**config.mk**
```make
export PLATFORM = sky130hd
export DESIGN_NAME = pe_dot_seq
export DESIGN_NICKNAME = d
export VERILOG_FILES = /design/src/rtl/pe_dot_seq.sv
export SDC_FILE = /design/constraint.sdc
export NUM_CORES = 1
export LEC_CHECK = 0
export ABC_AREA = 1
export BUFFER_PORTS_ARGS = -buffer_cell sky130_fd_sc_hd__buf_2
export CORE_ASPECT_RATIO = 0.5
export CORE_MARGIN = 2
export CORE_UTILIZATION = 39
export CTS_BUF_LIST = sky130_fd_sc_hd__clkbuf_4 sky130_fd_sc_hd__clkbuf_8
export CTS_CLUSTER_SIZE = 10
export DETAILED_ROUTE_END_ITERATION = 10
export MAX_ROUTING_LAYER = met4
export PLACE_DENSITY = 0.82
export REMOVE_ABC_BUFFERS = 1
export SLEW_MARGIN = 20
export SYNTH_ARGS = -nofsm -noshare
export SYNTH_HDL_FRONTEND = slang
export SYNTH_SLANG_ARGS = --single-unit
```
**constraint.sdc**
```tcl
create_clock -name clk -period 4.5 [get_ports clk]
set_input_delay 0.225 -clock clk [delete_from_list [all_inputs] [get_ports clk]]
set_output_delay 0.225 -clock clk [all_outputs]
set_load 0.05 [all_outputs]
```
**src/rtl/pe_dot_seq.sv**
```systemverilog
`default_nettype none
// ============================================================================
// Module      : pe_dot_seq
// Description : Drives one multiply-accumulate pe through an N-term FP32 dot
//               product and returns the chained psum (or a timeout error).
// Revision    : 1.0 - initial release
// ============================================================================
module pe_dot_seq #(
    parameter int LEN_W   = 8,
    parameter int TIMEOUT = 64
) (
    input  logic             clk,
    input  logic             rst,
    input  logic             cmd_valid,
    output logic             cmd_ready,
    input  logic [LEN_W-1:0] cmd_len,
    input  logic [31:0]      cmd_init,
    input  logic             elem_valid,
    output logic             elem_ready,
    input  logic [31:0]      elem_a,
    input  logic [31:0]      elem_b,
    output logic             pe_in_valid,
    output logic [31:0]      pe_a_bits,
    output logic [31:0]      pe_b_bits,
    output logic [31:0]      pe_psum_in,
    input  logic             pe_out_valid,
    input  logic [31:0]      pe_psum_out,
    output logic             res_valid,
    input  logic             res_ready,
    output logic [31:0]      res_data,
    output logic [LEN_W-1:0] res_count,
    output logic             res_err,
    output logic             busy
);

    typedef enum logic [2:0] {
        S_IDLE   = 3'd0,
        S_FETCH  = 3'd1,
        S_ISSUE  = 3'd2,
        S_WAIT   = 3'd3,
        S_RESULT = 3'd4
    } state_t;

    localparam int                c_TO_W    = $clog2(TIMEOUT);
    localparam logic [c_TO_W-1:0] c_TO_LAST = c_TO_W'(TIMEOUT - 1);

    state_t             r_state;
    logic [31:0]        r_acc;
    logic [31:0]        r_a;
    logic [31:0]        r_b;
    logic [LEN_W-1:0]   r_len;
    logic [LEN_W-1:0]   r_cnt;
    logic               r_err;
    logic [c_TO_W-1:0]  r_tmo;
    logic [LEN_W-1:0]   w_cnt_inc;

    assign w_cnt_inc = r_cnt + LEN_W'(1);

    always_ff @(posedge clk) begin
        if (rst) begin
            r_state <= S_IDLE;
            r_acc   <= 32'd0;
            r_a     <= 32'd0;
            r_b     <= 32'd0;
            r_len   <= '0;
            r_cnt   <= '0;
            r_err   <= 1'b0;
            r_tmo   <= '0;
        end else begin
            case (r_state)
                S_IDLE: begin
                    if (cmd_valid) begin
                        r_len   <= cmd_len;
                        r_acc   <= cmd_init;
                        r_cnt   <= '0;
                        r_err   <= 1'b0;
                        r_state <= (cmd_len == '0) ? S_RESULT : S_FETCH;
                    end
                end
                S_FETCH: begin
                    if (elem_valid) begin
                        r_a     <= elem_a;
                        r_b     <= elem_b;
                        r_state <= S_ISSUE;
                    end
                end
                S_ISSUE: begin
                    r_tmo   <= '0;
                    r_state <= S_WAIT;
                end
                S_WAIT: begin
                    r_tmo <= r_tmo + c_TO_W'(1);
                    // A result arriving on the last allowed cycle beats the timeout.
                    if (pe_out_valid) begin
                        r_acc   <= pe_psum_out;
                        r_cnt   <= w_cnt_inc;
                        r_state <= (w_cnt_inc == r_len) ? S_RESULT : S_FETCH;
                    end else if (r_tmo == c_TO_LAST) begin
                        r_err   <= 1'b1;
                        r_state <= S_RESULT;
                    end
                end
                S_RESULT: begin
                    if (res_ready) begin
                        r_state <= S_IDLE;
                    end
                end
                default: r_state <= S_IDLE;
            endcase
        end
    end

    assign cmd_ready   = (r_state == S_IDLE);
    assign elem_ready  = (r_state == S_FETCH);
    assign pe_in_valid = (r_state == S_ISSUE);
    assign res_valid   = (r_state == S_RESULT);
    assign busy        = (r_state != S_IDLE);

    assign pe_a_bits   = r_a;
    assign pe_b_bits   = r_b;
    assign pe_psum_in  = r_acc;
    assign res_data    = r_acc;
    assign res_count   = r_cnt;
    assign res_err     = r_err;

endmodule
`default_nettype wire

```
==> results.json, run 1 <==
{
  "critical_path.max_fanout": 65,
  "drtIter0Drc": 375,
  "die_w_um": 167.8,
  "cpMostUsedCell": "nor2_8",
  "fin_crit_sh_pct": 66.73,
  "synth.top_cells.by_count": "nor2_1, nand2_1, dfxtp_1",
  "cts_tree": "yes",
  "coreArea_mm2": 0.01288,
  "grt_pass1_vias": 5029,
  "grt_pass1_wl_um": 24070,
  "drv_cap": 0,
  "gp_congestion": 0.9138,
  "start_util_pct": 40.61,
  "yosysMostFrequentCell": "nor2_1",
  "vias": 5434,
  "post_dp_cell_area_mm2": 0.006439,
  "outcome": "finished, final reports clean",
  "numCtsBuffers": 17,
  "fin_nets": 1085,
  "cts_buffer_depth": 2,
  "path_clk_slew_ns": 0.08,
  "root_buffer": "clkbuf_8",
  "dp.cells": 1092,
  "whs_ns": 0.07263,
  "grt_use_total_pct": 21.30,
  "peakVddDrop_mv": 0.4554,
  "crit_arrival_ns": 3.28,
  "postSynthAreaPerCell_um2": 7.358,
  "worst_pin_slew_ns": 1.005,
  "n_antenna_cell": 0,
  "cp_slowest_cell": "nand2_2",
  "rows": 29,
  "ff_latch_area_mm2": 0.002442,
  "remaining_drc_errors": 0,
  "design_area_mm2": 0.006853,
  "ant_nets": 0,
  "clock_sinks": 122,
  "setup_tns_ns": 0,
  "min_period_ns": 3.003,
  "fp.dieArea_mm2": 0.01441,
  "cts_hold_buf": 0,
  "p_leak_nw": 3.371,
  "ys.flop_type": "dfxtp_1",
  "critPathTopFamily": "simple AND/OR/NAND/NOR gates",
  "synth_cells": 711,
  "cts_setup_buffers": 0,
  "clock_latency_ns": 0.41,
  "ys_async_sr_fraction_pct": 0,
  "vias_per_cell": 4.835,
  "finalMaxSlewViolations": 0,
  "fillers": 1286,
  "synth_seq_cells": 122,
  "antenna_found_initial": 0,
  "synth_area_leaders": "dfxtp_1, nor2_1, nand2_1",
  "synthesis.area_mm2": 0.005231,
  "powerDensity_mw_per_mm2": 719.7,
  "io_pins": 284,
  "die_height_um": 85.90,
  "cp_cell_sequence": "nand2_4 > nor2_8 > inv_4 > nor2_8 > inv_2 > nand2_2 > inv_1 > o21ai_1 > a21oi_1",
  "rsz0062_at_grt": "no",
  "stdcell_count": 1124,
  "finClkSkew_ns": 0.01132,
  "port_buffers": 283,
  "postLayoutSetupSlackWorst_ns": 1.497,
  "ys_types": 32,
  "synth_largest_area_cell": "dfxtp_1",
  "post-place-ws_ns": 1.491,
  "synth_top_cell_area_share_pct": 46.69,
  "critPathKind": "reg -> reg",
  "cts_resized": 0,
  "slew_headroom_pct": 32.77,
  "grt_max_degree": 78,
  "clock.fmax_mhz": 333.0,
  "p_total_mw": 4.932,
  "ys_warn_count": 0,
  "synth_edf_count": 0,
  "hp-class": "in -> reg",
  "final-setup-viol-count": 0,
  "crit_buf_inv": 3,
  "final_core_util_pct": 53.20,
  "slowest_delay_ns": 0.71,
  "ys_seq_area_share_pct": 46.69,
  "wire_per_inst_um": 13.85,
  "area_delta_synth_final_pct": 31.00,
  "crit_required_ns": 4.78,
  "hold_viol_final": 0,
  "start_kind": "register",
  "drt-total-wl_um": 15570,
  "grt-ovfl-total": 0,
  "multiInputGateArea_mm2": 0.002230,
  "crit_path_end_kind": "register",
  "cts-htree-levels": 4,
  "dp_hpwl_um": 11560,
  "drive_above_1_share_pct": 35.12,
  "drt_pass1_iterations": 4
}
layout by cell type, fill, tap and decap left out:
master      netlist  layout
nand3_2           1       1
nor2_4            3       3
clkinv_2          0       6
a211oi_1          1       1
dfxtp_1         122     122
nand2_1         123     122
o21ai_1          21      21
o21ai_0          87      87
buf_2            12     283
buf_4            32       1
o21bai_1          1       1
nand2_2           3       4
nor3_1            2       2
o211a_1           1       1
a221oi_1          2       2
nor2_1          149     149
a31oi_1          32      32
nor4_1            2       2
nand2_4           1       1
nand3_1          23      23
inv_4             1       1
a21oi_1          21      21
xor2_1            2       2
clkbuf_8          0      18
inv_2             6       5
clkinvlp_4        0       4
inv_1            27      26
nor2_8            2       2
bufinv_16         0       3
ha_1              2       2
clkbuf_4          0       2
clkinv_4          0       1
o2111ai_1         1       1
xnor2_1           1       1
and2_1            1       1
metal layers:
| layer | wire (um) | track usage [%] | share of wire [%] | vias to the layer above |
|---|---|---|---|---|
| met5 | 0 | - | 0 | - |
| met4 | 412 | 7.905 | 2.6 | 0 |
| met3 | 868 | 4.061 | 5.6 | 39 |
| met2 | 7528 | 35.65 | 48 | 183 |
| met1 | 6758 | 25.89 | 43 | 2457 |
| li1 | - | - | - | 2755 |
cells by family (layout without fill, tap and decap cells):
kind of cell | Yosys count | after routing | share of synthesized area, %
xor+xnor | 3 | 3 | 0.5024
compound gates | 167 | 167 | 17.15
flops | 122 | 122 | 46.69
fa+ha+maj | 2 | 2 | 0.4783
buf+inv | 107 | 350 | 10.74
simple gates | 310 | 310 | 24.44
power by group:
part,switching (mW),internal [mW]
logic,1.89,0.511
registers,0.174,1.36
clock network,0.431,0.572
registers in the layout, indices dropped and copies added, names as in the netlist:
| register | count |
|---|---|
| r_tmo | 6 |
| pe_b_bits | 32 |
| r_len | 8 |
| r_state | 3 |
| res_count | 8 |
| pe_psum_in | 32 |
| pe_a_bits | 32 |
| res_err | 1 |
cell type report:
class | count | share of cell area (%)
Clock buffer | 20 | 3.834
Clock inverter | 12 | 2.173
Inverter | 34 | 1.935
Multi-Input combinational cell | 482 | 32.54
Sequential cell | 122 | 35.64
Tap cell | 170 | 3.104
Timing Repair Buffer | 284 | 20.78
final timing paths:
| check | slack [ns] | depth (start not counted) | start | endpoint |
|---|---|---|---|---|
| worst max-delay path | 1.50 | 9 | r_state[1] | res_count[0] |
| worst min-delay path | 0.07 | 3 | elem_a[10] | pe_a_bits[10] |
| worst max register to register | 1.50 | 9 | r_state[1] | res_count[0] |
| worst min register to register | 0.47 | 2 | r_len[2] | r_len[2] |
worst register-to-register path, delay by kind of cell (launching register included):
family,cells,cell delay (ns)
buffers and inverters,3,0.70
AO/OA/AOI/OAI,2,0.27
flip-flops,1,0.42
AND/OR/NAND/NOR,4,1.49
No activity file was read; power rests on OpenSTA's default activity.
==> inputs of run 2 (changes only) <==
--- a/config.mk
+++ b/config.mk
@@ -5,7 +5,7 @@
 export SDC_FILE = /design/constraint.sdc
 export NUM_CORES = 1
 export LEC_CHECK = 0
-export ABC_AREA = 1
+export ABC_AREA = 0
 export BUFFER_PORTS_ARGS = -buffer_cell sky130_fd_sc_hd__buf_2
 export CORE_ASPECT_RATIO = 0.5
 export CORE_MARGIN = 2
@@ -14,7 +14,7 @@
 export CTS_CLUSTER_SIZE = 10
 export DETAILED_ROUTE_END_ITERATION = 10
 export MAX_ROUTING_LAYER = met4
-export PLACE_DENSITY = 0.82
+export PLACE_DENSITY = 0.85
 export REMOVE_ABC_BUFFERS = 1
 export SLEW_MARGIN = 20
 export SYNTH_ARGS = -nofsm -noshare
==> constraint.sdc (replaced) <==
create_clock -name clk -period 2.5 [get_ports clk]
set_input_delay 0.125 -clock clk [delete_from_list [all_inputs] [get_ports clk]]
set_output_delay 0.125 -clock clk [all_outputs]
set_load 0.05 [all_outputs]
==> results.json, run 2 <==
{
  "outcome": "finished, final reports clean",
  "clock_latency_ns": 0.43,
  "drt_pass1_iterations": 7,
  "design_area_mm2": 0.008346,
  "area_delta_synth_final_pct": 58.62,
  "synthesis.area_mm2": 0.005261,
  "synth_area_leaders": "dfxtp_1, nand2_1, a21oi_1",
  "switchingPower_mw": 2.034,
  "cts-htree-levels": 4,
  "grt_max_degree": 65,
  "port_buffers": 283,
  "ys.flop_type": "dfxtp_1",
  "ys_types": 48,
  "vias": 6341,
  "clock.fmax_mhz": 426.2,
  "post_dp_cell_area_mm2": 0.006550,
  "synth_top_cell_area_share_pct": 46.42,
  "grt-ovfl-total": 0,
  "start_kind": "register",
  "path_clk_slew_ns": 0.08,
  "dp.cells": 1060,
  "ff_latch_area_mm2": 0.002445,
  "coreArea_mm2": 0.01292,
  "worst_pin_slew_ns": 0.6431,
  "yosysMostFrequentCell": "nand2_1",
  "final_cell_mix": "buf_2, nand2_1, dlygate4sd3_1",
  "setup_tns_ns": 0,
  "remaining_drc_errors": 0,
  "min_period_ns": 2.346,
  "ys_seq_area_share_pct": 46.42,
  "drv_cap": 0,
  "dp_hpwl_um": 10790,
  "synth_largest_area_cell": "dfxtp_1",
  "synth_edf_count": 0,
  "ys_async_sr_fraction_pct": 0,
  "numCtsBuffers": 17,
  "synth_seq_cells": 122,
  "synth.top_cells.by_count": "nand2_1, dfxtp_1, a21oi_1",
  "wire_per_inst_um": 15.69,
  "switching_share_pct": 36.18,
  "vias_per_cell": 5.172,
  "n_antenna_cell": 0,
  "drive_above_1_share_pct": 32.10,
  "drtIter0Drc": 401,
  "rows": 29,
  "power.share.combinational_pct": 28.6,
  "drt-total-wl_um": 19230,
  "fp.dieArea_mm2": 0.01449,
  "grt_pass1_vias": 6072,
  "finClkSkew_ns": 0.01617,
  "gp_congestion": 0.9298,
  "crit_arrival_ns": 2.71,
  "hold_viol_final": 0,
  "layout_commonest_cell": "buf_2",
  "multiInputGateArea_mm2": 0.002385,
  "io_pins": 284,
  "cts_tree": "yes",
  "crit_required_ns": 2.86,
  "clockPowerShare_pct": 32.7,
  "fin_crit_sh_pct": 93.85,
  "powerDensity_mw_per_mm2": 673.4,
  "final-setup-viol-count": 0,
  "synth_cells": 680,
  "grt_use_total_pct": 26.14,
  "stdcell_count": 1226,
  "fin_nets": 1188,
  "hp-class": "in -> reg",
  "die_w_um": 168.3,
  "p_leak_nw": 3.903,
  "final_core_util_pct": 64.61,
  "slew_headroom_pct": 57.13,
  "clock_sinks": 122,
  "finalMaxSlewViolations": 0,
  "root_buffer": "clkbuf_8",
  "pwr-share-seq_pct": 38.7,
  "cts_buffer_depth": 2,
  "critical_path.max_fanout": 30,
  "p_int_mw": 3.587,
  "rsz0062_at_grt": "no",
  "fillers": 997,
  "critPathKind": "reg -> reg",
  "peakVddDrop_mv": 0.3462,
  "ys_warn_count": 0,
  "die_height_um": 86.13,
  "grt_pass1_wl_um": 29490,
  "cts_setup_buffers": 0,
  "start_util_pct": 40.73,
  "ant_nets": 0,
  "postSynthAreaPerCell_um2": 7.737,
  "crit_path_end_kind": "register",
  "p_total_mw": 5.620,
  "antenna_found_initial": 0
}
==> run 2: changes by cell type in the layout (fill, tap and decap cells not counted), moves of 5 or more <==
cell,previous run,this run
nor3b_1,0,6
dlygate4sd3_1,0,134
inv_2,5,0
inv_1,26,2
nor2_1,149,47
nor2b_1,0,5
a31oi_1,32,1
nand3_1,23,6
buf_4,1,6
a21oi_1,21,89
o21ai_1,21,0
nand2_1,122,218
o21ai_0,87,9
a311oi_1,0,32
==> run 2: power groups by stage <==
stage / Sequential (mW) / Combinational [mW] / Clock [mW]
global route: 2.19 / 1.69 / 1.96
global placement: 2.20 / 1.33 / 0
finish: 2.18 / 1.61 / 1.84
floorplan: 2.80 / 0.327 / 0
CTS: 2.16 / 1.55 / 1.88
detailed placement: 2.21 / 1.35 / 0
==> run 2: final timing paths <==
check / depth (start not counted) / endpoint / slack, ns / from
max reg2reg: 7 / pe_psum_in[25] / 0.15 / r_state[2]
min reg2reg: 2 / pe_a_bits[23] / 0.46 / pe_a_bits[23]
max: 7 / pe_psum_in[25] / 0.15 / r_state[2]
min: 3 / pe_psum_in[0] / 0.03 / cmd_init[0]
==> run 2: final cells by class <==
| class | count | area share (%) |
|---|---|---|
| inverters | 2 | 0.08996 |
| multi-input cells | 475 | 28.58 |
| repair buffers | 426 | 34.63 |
| clock inverters | 14 | 2.054 |
| flip-flops and latches | 122 | 29.30 |
| well taps | 170 | 2.549 |
| clock buffers | 17 | 2.804 |
==> run 2: kinds of logic after synthesis <==
kind of cell,count (synthesis),synth area share [%]
AO/OA/AOI/OAI,151,17.93
XOR/XNOR,10,1.665
adder cells (fa/ha/maj),2,0.4755
buffers and inverters,83,8.632
flip-flops,122,46.42
multiplexers,2,0.4043
AND/OR/NAND/NOR,310,24.47
==> run 2: worst max-delay path: stages, from the launching register on <==
cell	delay [ns]
dfxtp_1	0.42
nor3_4	0.28
nand2_2	0.19
nand2_4	0.21
buf_16	0.20
nor2_1	0.06
a311oi_1	0.29
dlygate4sd3_1	0.63
==> run 2: what timing repair did <==
action                                  4_1_cts  5_1_grt
gates resized for setup                       0        6
endpoints found under the setup margin        0       25
hold buffers                                133        1
hold endpoints to repair                    103        1
==> run 2: metal layers <==
layer	up-vias	GRT usage, %	wire length (um)
met3	80	5.630	1266
li1	2990	-	-
met2	326	48.07	10120
met1	2945	27.21	7163
met4	0	12.07	675
met5	-	-	0
==> run 2: through the flow <==
stage | worst slack, ns | hold WS [ns]
2_1_floorplan | -0.8871 | 0.1941
3_3_place_gp | 0.5180 | 0.3635
3_5_place_dp | 0.4542 | 0.3708
4_1_cts | 0.06646 | 0.003135
5_1_grt | 0.02730 | 0.01178
6_report | 0.1537 | 0.03260
